`config.mk`:
```
export PLATFORM = sky130hd
export DESIGN_NAME = id_ex_operand_stage
export DESIGN_NICKNAME = d
export VERILOG_FILES = /design/src/rtl/id_ex_operand_stage.sv
export SDC_FILE = /design/constraint.sdc
export NUM_CORES = 1
export LEC_CHECK = 0
export CORE_AREA = 2 2 177 179
export DETAILED_ROUTE_END_ITERATION = 10
export DIE_AREA = 0 0 179 181
export PLACE_DENSITY = 0.66
export RECOVER_POWER = 50
export SYNTH_ARGS = -nofsm -noshare
export SYNTH_HDL_FRONTEND = slang
export SYNTH_SLANG_ARGS = --single-unit
```
`constraint.sdc`:
```
create_clock -name clk -period 1.9 [get_ports clk]
set_input_delay 0.285 -clock clk [delete_from_list [all_inputs] [get_ports clk]]
set_output_delay 0.285 -clock clk [all_outputs]
set_load 0.05 [all_outputs]
```
`src/rtl/id_ex_operand_stage.sv`:
```
// ID/EX operand stage: resolves rs1/rs2 through the forwarding network, detects load-use
// hazards, and registers the decoded instruction with its operands for EX.
module id_ex_operand_stage #(
    parameter int unsigned XLEN   = 32,
    parameter int unsigned CTRL_W = 16,
    parameter int unsigned CNT_W  = 16
) (
    input  logic              clk,
    input  logic              rst_n,
    // upstream decode
    input  logic              in_valid,
    output logic              in_ready,
    input  logic [4:0]        in_rs1,
    input  logic [4:0]        in_rs2,
    input  logic              in_use_rs1,
    input  logic              in_use_rs2,
    input  logic [4:0]        in_rd,
    input  logic [XLEN-1:0]   in_pc,
    input  logic [XLEN-1:0]   in_imm,
    input  logic [CTRL_W-1:0] in_ctrl,
    // register file read port
    output logic [4:0]        rf_raddr1,
    output logic [4:0]        rf_raddr2,
    input  logic [XLEN-1:0]   rf_rdata1,
    input  logic [XLEN-1:0]   rf_rdata2,
    // forwarding sources
    input  logic              ex_fwd_valid,
    input  logic              ex_fwd_is_load,
    input  logic [4:0]        ex_fwd_rd,
    input  logic [XLEN-1:0]   ex_fwd_data,
    input  logic              mem_fwd_valid,
    input  logic [4:0]        mem_fwd_rd,
    input  logic [XLEN-1:0]   mem_fwd_data,
    input  logic              wb_we,
    input  logic [4:0]        wb_rd,
    input  logic [XLEN-1:0]   wb_data,
    // control
    input  logic              flush,
    // downstream EX
    output logic              out_valid,
    input  logic              out_ready,
    output logic [XLEN-1:0]   out_rs1_data,
    output logic [XLEN-1:0]   out_rs2_data,
    output logic [4:0]        out_rd,
    output logic [XLEN-1:0]   out_pc,
    output logic [XLEN-1:0]   out_imm,
    output logic [CTRL_W-1:0] out_ctrl,
    output logic [CNT_W-1:0]  stall_cnt
);

    logic              r_valid;
    logic [XLEN-1:0]   r_rs1_data;
    logic [XLEN-1:0]   r_rs2_data;
    logic [4:0]        r_rd;
    logic [XLEN-1:0]   r_pc;
    logic [XLEN-1:0]   r_imm;
    logic [CTRL_W-1:0] r_ctrl;
    logic [CNT_W-1:0]  r_stall_cnt;

    logic              w_adv;
    logic              w_hazard;
    logic              w_capture;
    logic              w_ex_fwd_ok;
    logic              w_mem_fwd_ok;
    logic              w_wb_fwd_ok;
    logic              w_cnt_sat;
    logic [XLEN-1:0]   w_rs1_data;
    logic [XLEN-1:0]   w_rs2_data;

    // Producers writing x0 never forward; loads in EX have no data yet.
    assign w_ex_fwd_ok  = ex_fwd_valid && !ex_fwd_is_load && (ex_fwd_rd != 5'd0);
    assign w_mem_fwd_ok = mem_fwd_valid && (mem_fwd_rd != 5'd0);
    assign w_wb_fwd_ok  = wb_we && (wb_rd != 5'd0);

    function automatic logic [XLEN-1:0] resolve(
        input logic [4:0]      src,
        input logic [XLEN-1:0] rf_val
    );
        logic [XLEN-1:0] val;
        val = rf_val;
        if (src == 5'd0) begin
            val = '0;
        end else if (w_ex_fwd_ok && (ex_fwd_rd == src)) begin
            val = ex_fwd_data;
        end else if (w_mem_fwd_ok && (mem_fwd_rd == src)) begin
            val = mem_fwd_data;
        end else if (w_wb_fwd_ok && (wb_rd == src)) begin
            val = wb_data;
        end
        return val;
    endfunction

    assign rf_raddr1  = in_rs1;
    assign rf_raddr2  = in_rs2;
    assign w_rs1_data = resolve(in_rs1, rf_rdata1);
    assign w_rs2_data = resolve(in_rs2, rf_rdata2);

    assign w_hazard = in_valid && ex_fwd_valid && ex_fwd_is_load && (ex_fwd_rd != 5'd0) &&
                      ((in_use_rs1 && (in_rs1 == ex_fwd_rd)) ||
                       (in_use_rs2 && (in_rs2 == ex_fwd_rd)));

    assign w_adv     = !r_valid || out_ready;
    assign in_ready  = w_adv && !w_hazard && !flush;
    assign w_capture = w_adv && in_valid && !w_hazard && !flush;
    assign w_cnt_sat = (r_stall_cnt == {CNT_W{1'b1}});

    // Pipeline register; flush beats advance, a stalled EX freezes everything.
    always_ff @(posedge clk or negedge rst_n) begin
        if (!rst_n) begin
            r_valid    <= 1'b0;
            r_rs1_data <= '0;
            r_rs2_data <= '0;
            r_rd       <= '0;
            r_pc       <= '0;
            r_imm      <= '0;
            r_ctrl     <= '0;
        end else if (flush) begin
            r_valid <= 1'b0;
        end else if (w_adv) begin
            r_valid <= w_capture;
            if (w_capture) begin
                r_rs1_data <= w_rs1_data;
                r_rs2_data <= w_rs2_data;
                r_rd       <= in_rd;
                r_pc       <= in_pc;
                r_imm      <= in_imm;
                r_ctrl     <= in_ctrl;
            end
        end
    end

    // Load-use stall counter, saturating at all-ones.
    always_ff @(posedge clk or negedge rst_n) begin
        if (!rst_n) begin
            r_stall_cnt <= '0;
        end else if (w_hazard && w_adv && !flush && !w_cnt_sat) begin
            r_stall_cnt <= r_stall_cnt + CNT_W'(1);
        end
    end

    assign out_valid    = r_valid;
    assign out_rs1_data = r_rs1_data;
    assign out_rs2_data = r_rs2_data;
    assign out_rd       = r_rd;
    assign out_pc       = r_pc;
    assign out_imm      = r_imm;
    assign out_ctrl     = r_ctrl;
    assign stall_cnt    = r_stall_cnt;

endmodule
```
; After elaboration in Yosys (flattened, before gate mapping)
; Cells that the tools add are included.
[word_totals]
wordCells = 67
out_inout_bits = 177
ff_bits = 166
input_bits = 281
[op_classes]
eq_ne = 9
bitwise = 1
n_reduce_logical = 38
n_mux = 10
add_sub_neg = 1
[ops]
columns = cell, n
row1 = $mux W32, 8
row2 = $eq A5 B5 Y1, 8
row3 = $logic_and A1 B1 Y1, 24
row4 = $add A16 B1 Y16 const B, 1
row5 = $eq A16 B16 Y1 const B, 1
row6 = $reduce_bool A5 Y1, 3
row7 = $logic_not A5 Y1, 2
row8 = $logic_not A1 Y1, 5
row9 = $reduce_and A3 Y1, 1
row10 = $logic_or A1 B1 Y1, 2
row11 = $mux W1, 2
row12 = $reduce_bool A2 Y1, 1
row13 = $not A1 Y1, 1

; Longest topological paths before layout
; Gate-level depths: netlist of run 1.
[logic_depth]
word_depth = 9
depth_mapped = 8
ltp_nobuf = 7

; Worst setup path after synthesis of run 1
; Ideal clock, no wire load.
[synth_timing]
kind = flip-flop to flip-flop
start = register r_stall_cnt[0], in the netlist stall_cnt[0]
end = register r_stall_cnt[12], in the netlist stall_cnt[12]
arrival_time_ns = 2.057
slack_ns = -0.299
stages_incl_launch_ff = 8
setup_time_ns = 0.142
required_ns = 1.758
n_path_buf = 0
path_cell_list = dfrtp_1 ha_1 and3_1 nand3b_1 a311o_1 a21oi_1 nand3_1 xnor2_1
[synth_between]
elab_chain_cells = 3
word_cells_on_any_way = 4
cone_classes = 1 x add/sub / 1 x eq/ne / 2 x reduce/logical
[synth_rtl]
columns = element, line_no
row1 = from (decl), 58  ; logic [CNT_W-1:0] r_stall_cnt;
row2 = from (signal assigned), 137  ; r_stall_cnt <= r_stall_cnt + CNT_W'(1);
row3 = "parallel branches: the longest is 3 deep, another holds $add A16 B1 Y16", -
; Several ways; the timed one is not identified.
; A chain may end at the register's enable or synchronous reset.

; Worst setup path after layout of run 1
[layout_timing]
start = input in_rs1[3]
end = register r_imm[21], in the netlist out_imm[21]
[layout_between]
elab_chain_cells = 8
[layout_rtl]
columns = element, line_no
row1 = from (decl), 13  ; input logic [4:0] in_rs1,
row2 = $eq A5 B5 Y1, 99  ; ((in_use_rs1 && (in_rs1 == ex_fwd_rd)) ||
row3 = $logic_and A1 B1 Y1, 99
row4 = $logic_or A1 B1 Y1, 99
row5 = $logic_and A1 B1 Y1, 98  ; assign w_hazard = in_valid && ex_fwd_valid && ex_fwd_is_load && (ex_fwd_rd != 5'd0) &&
row6 = $logic_not A1 Y1, 104  ; assign w_capture = w_adv && in_valid && !w_hazard && !flush;
row7 = $logic_and A1 B1 Y1 (2 in a row), 104
row8 = $reduce_and A3 Y1 (no line), -
row9 = to (signal assigned), 126  ; r_imm <= in_imm;
row10 = to (decl), 56  ; logic [XLEN-1:0] r_imm;
; No other way between the ends.

==> summary.txt, run 1 <==
first-pass GRT wire length -> 63400 µm
ANT nets after route -> 0
Post-Syn Nets -> 1029
Nets -> 1650
Max Freq -> 513 MHz
vias in the first global route -> 10100
TritonCTS clock tree -> built
worst rel slew slack -> 23.3%
initial antenna violation count -> 4
top-area cell type share of the netlist area -> 44.6%
WS Path Type -> in2reg
FP Rows -> 64
Yosys cell types -> 48
Synth Instances -> 747
hpwl dp -> 30200 µm
Pins Over Slew Limit -> 0
max-capacitance violation count -> 0
min-delay worst type -> in2reg
root buffer cell -> clkbuf_16
GR Util All Layers -> 26.3%
startpoint types -> primary input
Sw Pwr -> 5520 µW
failing checks -> setup timing
Starting DRT DRC Count -> 513
DRT Pass-1 Iters -> 5
CP Buf/Inv Count -> 7
average size of a mapped cell -> 12.5 µm²
CP Cell Sequence -> dlygate4sd2_1 -> buf_12 -> xor2_1 -> nor2_2 -> nand3_2 -> a21oi_4 -> buf_6 -> nor2_4 -> buf_12 -> buf_12 -> buf_12 -> buf_16 -> mux2_4
Clk network pwr share -> 25.8%
slew at the pin closest to its max-slew limit -> 1.15 ns
synthesis-to-layout area growth -> 88.9%
largest net degree at the start of global routing -> 41
critical path data required time -> 2.24 ns
Power, Total -> 13700 µW
CP endpoint kind -> flip-flop
area of the core -> 30300 µm²
WL per Instance -> 24.7 µm
count leader, synth -> dfrtp_1
Max VDD drop -> 546 µV
initial core utilization -> 30.7%
hold path cells -> 2
H-tree depth -> 4
vias per cell -> 5.28
DRC viols -> 0
final wirelength -> 44000 µm
post-synthesis async set-or-reset flop share -> 100%
setup TNS -> -0.613 ns
num ports -> 458
Mapped Area -> 9310 µm²
die height -> 181 µm
Final setup viols -> 26
internal power -> 8220 µW
outcome -> complete, but fails checks
Synth Flop Type -> dfrtp_1
crit-path most repeated cell -> buf_12
Clock transition at path regs -> 0.08 ns
CTS buffer count -> 17
CP top delay family -> buffers and inverters
layout cells sized above 1 -> 41.2%
Seq/Total Area, Yosys -> 44.6%
final worst slack -> -0.0502 ns
Synth warnings -> 0
final std cells w/o fill -> 1779
IO buf count -> 457
DIE WIDTH -> 179 µm
top cells by area, synth -> dfrtp_1 (45%), mux2_4 (8.1%), a221oi_2 (6.8%)
worst-skew pair later-pin latency -> 0.46 ns
Arrival @ worst endpoint -> 2.29 ns
clk sinks -> 166
switching part of the total -> 40.2%
via count -> 9401
PD cells -> 781 nW/µm²
Worst Path Max Fanout -> 7
Seq pwr share -> 32.3%
Worst path max stage delay -> 0.29 ns
Synth top cells by count -> dfrtp_1 (166), o21ai_0 (65), a2bb2oi_1 (64), o2bb2ai_1 (64), mux2_4 (50)
clk buf depth -> 2
RSZ-0062 raised after global routing -> true
clock skew -> 0.00854 ns
critical path depth in cells -> 13
Static Leak -> 0.00770 µW
Final Hold Fails -> 0
GPL Wtd Cong -> 0.868
Yosys reg bits -> 166
crit path max-delay cell type -> mux2_4
Final min period -> 1.95 ns
Placed Cells -> 1673
EDFF count, synth -> 0
GR Overflow Total -> 0
Die Area -> 32400 µm²
crit share post-route -> 103%
Synth area leader -> dfrtp_1
Worst R2R Path Depth -> 9
combinational power share -> 41.9%
## timing repair
action,4_1_cts,5_1_grt
gates cloned,15,5
pin swaps,28,31
endpoints found under the setup margin,279,139
gates resized for setup,259,69
hold buffers,1,0
endpoints found under the hold margin,34,0
setup buffers,35,39
## worst paths after layout
check	start	end	slack, ns
setup / recovery	in_rs1[3]	out_imm[21]$_DFFE_PN0P_	-0.05
hold / removal	in_ctrl[1]	out_ctrl[1]$_DFFE_PN0P_	0.43
setup reg to reg	out_valid$_DFFE_PN0P_	out_imm[21]$_DFFE_PN0P_	0.02
hold reg to reg	stall_cnt[10]$_DFFE_PN0P_	stall_cnt[10]$_DFFE_PN0P_	0.48
max in group asynchronous	rst_n	stall_cnt[0]$_DFFE_PN0P_	0.18
min in group asynchronous	rst_n	out_rs2_data[3]$_DFFE_PN0P_	0.59
## cell families after synthesis
kind of cell    share of synthesized area, %
compound gates                          25.6
flops                                   44.6
simple gates                            7.42
buf+inv                                 5.62
xor+xnor                                4.23
fa+ha+maj                              0.134
mux                                     12.4
## power groups by stage
stage / logic [µW] / clock network (µW) / registers, µW
after floorplan: 1250 / 0 / 6440
after global routing: 5970 / 3760 / 4500
after global placement: 5630 / 0 / 4490
after CTS: 5670 / 3600 / 4430
after detailed placement: 5670 / 0 / 4490
final: 5760 / 3540 / 4440
## metrics by stage
step / setup WS (ns) / hold WS (ns) / utilization (%) / area, µm²
2_1_floorplan: -0.122 / -0.0106 / - / 9460
3_3_place_gp: -0.769 / 0.244 / 51.3 / 15600
3_5_place_dp: -0.781 / 0.247 / 51.3 / 15600
4_1_cts: -0.0433 / 0.329 / 56.6 / 17200
5_1_grt: -0.108 / 0.403 / 57.9 / 17600
6_report: -0.0502 / 0.426 / 58.0 / 17600
## cells in the final DEF, fill, tap and decap left out, drive strengths merged, types with 4 or more instances in the layout
cell type      instances
inv                   15
a2bb2oi               64
a221oi                64
nand2                 11
dlygate4sd2          137
nand3                 17
nor3                   6
xnor2                 28
clkdlybuf4s50        254
dfrtp                166
o2bb2ai               64
xor2                  17
buf                  261
clkbuf                34
clkdlybuf4s15          4
mux2                  86
and2                  35
o21ai                 65
a21oi                  4
nor2                  10
and3                   9
## metal layers
layer  vias up  global-route usage, %  routed length [µm]
li1       4150                      -                   -
met1      4691                   32.0               17400
met4         2                   9.72                1510
met5         -                      0                   9
met3        93                   7.05                3490
met2       465                   44.1               21500
## state kept, by name (all words and copies together), names as in the netlist
name	flops
out_rs2_data	32
out_pc	32
stall_cnt	16
out_rs1_data	32
out_valid	1
out_rd	5
out_ctrl	16
out_imm	32
## cell type report
cell class | instances | area, µm²
fill | 2491 | 12800
multi-input combinational | 504 | 5290
antenna | 2 | 5.00
clock inverter | 15 | 148
clock buffer | 17 | 425
timing repair buffer | 677 | 7040
tap | 396 | 495
inverter | 2 | 10.0
sequential | 166 | 4170
(Power assumes the default switching activity.)
==> run 2: changes to the inputs <==
==> config.mk (replaced) <==
export PLATFORM = sky130hd
export DESIGN_NAME = id_ex_operand_stage
export DESIGN_NICKNAME = d
export VERILOG_FILES = /design/src/rtl/id_ex_operand_stage.sv
export SDC_FILE = /design/constraint.sdc
export NUM_CORES = 1
export LEC_CHECK = 0
export CORE_AREA = 2 2 178 180
export DETAILED_ROUTE_END_ITERATION = 10
export DIE_AREA = 0 0 180 182
export PLACE_DENSITY_LB_ADDON = 0.1
export RECOVER_POWER = 25
export SYNTH_ARGS = -nofsm -noshare
export SYNTH_HDL_FRONTEND = slang
export SYNTH_SLANG_ARGS = --single-unit
==> constraint.sdc (replaced) <==
create_clock -name clk -period 2.15 [get_ports clk]
set_input_delay 0.3225 -clock clk [delete_from_list [all_inputs] [get_ports clk]]
set_output_delay 0.3225 -clock clk [all_outputs]
set_load 0.05 [all_outputs]
==> run 2 against run 1 <==
  * Count of clock-buffer cells in the layout rose by 3
  * Combinational power fell by 12%
  * The run now ends clean
  * Utilization fell by 5.4 points
  * Global-route usage fell by 2.5 points
  * Cell count fell by 4.6%
  * Routed wire length fell by 6.1%
  * Flip-flop and latch count did not move
  * Worst hold slack got worse by 0.018 ns
  * Register-to-register slack improved by 0.22 ns
==> summary.txt, run 2 (synthesized netlist as in run 1, its figures left out) <==
Pins Over Slew Limit -> 0
WS Path Type -> in2reg
Die Area -> 32800 µm²
Power, Total -> 12200 µW
DRC viols -> 0
IO buf count -> 457
Final setup viols -> 0
Worst Path Max Fanout -> 8
area of the multi-input gates -> 4980 µm²
worst-skew pair later-pin latency -> 0.45 ns
critical path data required time -> 2.48 ns
Clock transition at path regs -> 0.08 ns
commonest non-fill, non-tap cells in the layout -> clkdlybuf4s50_1 (429), dfrtp_1 (164), buf_4 (90)
Arrival @ worst endpoint -> 2.47 ns
crit share post-route -> 99.4%
Final min period -> 2.14 ns
Nets -> 1558
FP Rows -> 65
clock skew -> 0.0133 ns
max-capacitance violation count -> 0
TritonCTS clock tree -> built
PD cells -> 750 nW/µm²
root buffer cell -> clkbuf_16
min-delay worst type -> in2async
largest net degree at the start of global routing -> 58
via count -> 8860
synthesis-to-layout area growth -> 74.8%
area of the core -> 31000 µm²
die height -> 182 µm
Reg area -> 4160 µm²
ANT nets after route -> 0
Worst R2R Path Depth -> 6
clk sinks -> 166
H-tree depth -> 4
outcome -> finished clean
Final Hold Fails -> 0
Max VDD drop -> 596 µV
num ports -> 458
initial antenna violation count -> 8
WL per Instance -> 24.3 µm
Static Leak -> 0.00666 µW
worst rel slew slack -> 43.7%
startpoint types -> primary input
final std cells w/o fill -> 1697
Max Freq -> 468 MHz
slew at the pin closest to its max-slew limit -> 0.844 ns
Starting DRT DRC Count -> 570
final worst slack -> 0.0119 ns
layout cells sized above 1 -> 29.6%
RSZ-0062 raised after global routing -> true
CP endpoint kind -> flip-flop
vias per cell -> 5.22
GR Util All Layers -> 23.8%
DRT Pass-1 Iters -> 4
dpl ws -> -0.502 ns
first-pass GRT wire length -> 58400 µm
GR Overflow Total -> 0
initial core utilization -> 30.0%
Reg-to-Reg Start -> stall_cnt[0]$_DFFE_PN0P_
hpwl dp -> 29600 µm
# fillers -> 2778
final wirelength -> 41300 µm
GPL Wtd Cong -> 0.849
setup TNS -> 0 ns
R2R Setup Slk -> 0.24 ns
most common cell after layout, fill and taps aside -> clkdlybuf4s50_1
CTS buffer count -> 17
clk buf depth -> 2
DIE WIDTH -> 180 µm
Placed Cells -> 1648
vias in the first global route -> 9287
reg2reg end -> stall_cnt[5]$_DFFE_PN0P_
-- run 2: changes by cell type in the layout (fill, tap and decap cells not counted), sizes merged, moves of 2 or more --
cell | previous run | this run
bufbuf | 3 | 0
clkdlybuf4s50 | 254 | 429
diode | 2 | 6
clkdlybuf4s15 | 4 | 0
buf | 261 | 128
clkinv | 2 | 5
dlygate4sd2 | 137 | 9
dlymetal6s2s | 0 | 7
clkbuf | 34 | 31
inv | 15 | 6
bufinv | 0 | 2
-- run 2: final cells by class --
class / count / share of cell area, %
diodes: 6 / 0.0923
clock buffers: 20 / 2.81
clock inverters: 12 / 0.884
inverters: 2 / 0.0461
multi-input cells: 504 / 30.6
flip-flops and latches: 166 / 25.5
well taps: 402 / 3.09
repair buffers: 585 / 37.0
-- run 2: critical path, cell delays in order --
cell and delay (ns):
clkdlybuf4s50_1 0.52, or4_4 0.14, o21a_4 0.20, buf_12 0.16, nand4bb_4 0.24, clkbuf_16 0.27, a221oi_2 0.27, a2bb2oi_1 0.24
o2bb2ai_1 0.09
-- run 2: worst max path at each step --
stage / slack [ns] / cells after the start / startpoint / endpoint
6_report: 0.01 / 9 / wb_rd[4] / out_rs1_data[29]$_DFFE_PN0P_
3_3_place_gp: -0.46 / 9 / in_rs2[3] / out_rs2_data[29]$_DFFE_PN0P_
4_1_cts: 0.01 / 8 / wb_rd[1] / out_rs1_data[12]$_DFFE_PN0P_
3_5_place_dp: -0.50 / 9 / mem_fwd_rd[1] / out_rs1_data[24]$_DFFE_PN0P_
2_1_floorplan: 0.01 / 6 / stall_cnt[4]$_DFFE_PN0P_ / stall_cnt[12]$_DFFE_PN0P_
5_1_grt: -0.01 / 8 / wb_rd[1] / out_rs2_data[2]$_DFFE_PN0P_
-- run 2: layer usage --
layer | global-route usage (%) | part of all wire, % | wire, µm
met5 | 0 | 0.034 | 14
met4 | 7.25 | 2.3 | 957
met3 | 7.46 | 7.8 | 3210
met2 | 40.8 | 50 | 20500
met1 | 28.6 | 40 | 16600
-- run 2: repair_timing --
item,CTS,global route
hold buffers,1,0
gates resized for setup,16,52
endpoints found under the hold margin,48,0
pin swaps,6,26
buffers inserted,3,2
endpoints found under the setup margin,2,123
gates cloned,0,6
-- run 2: power by group --
group          total (µW)  internal, µW  switching, µW
combinational        5080          2190           2890
clock                3210          1800           1410
sequential           3920          3620            305
-- run 2: metrics by stage --
stage / hold slack (ns) / util (%) / area [µm²]
finish: 0.408 / 52.5 / 16300
global route: 0.457 / 52.5 / 16300
CTS: 0.445 / 51.2 / 15900
detailed placement: 0.360 / 49.1 / 15200
global placement: 0.351 / 49.1 / 15200
floorplan: 0.0269 / - / 9320
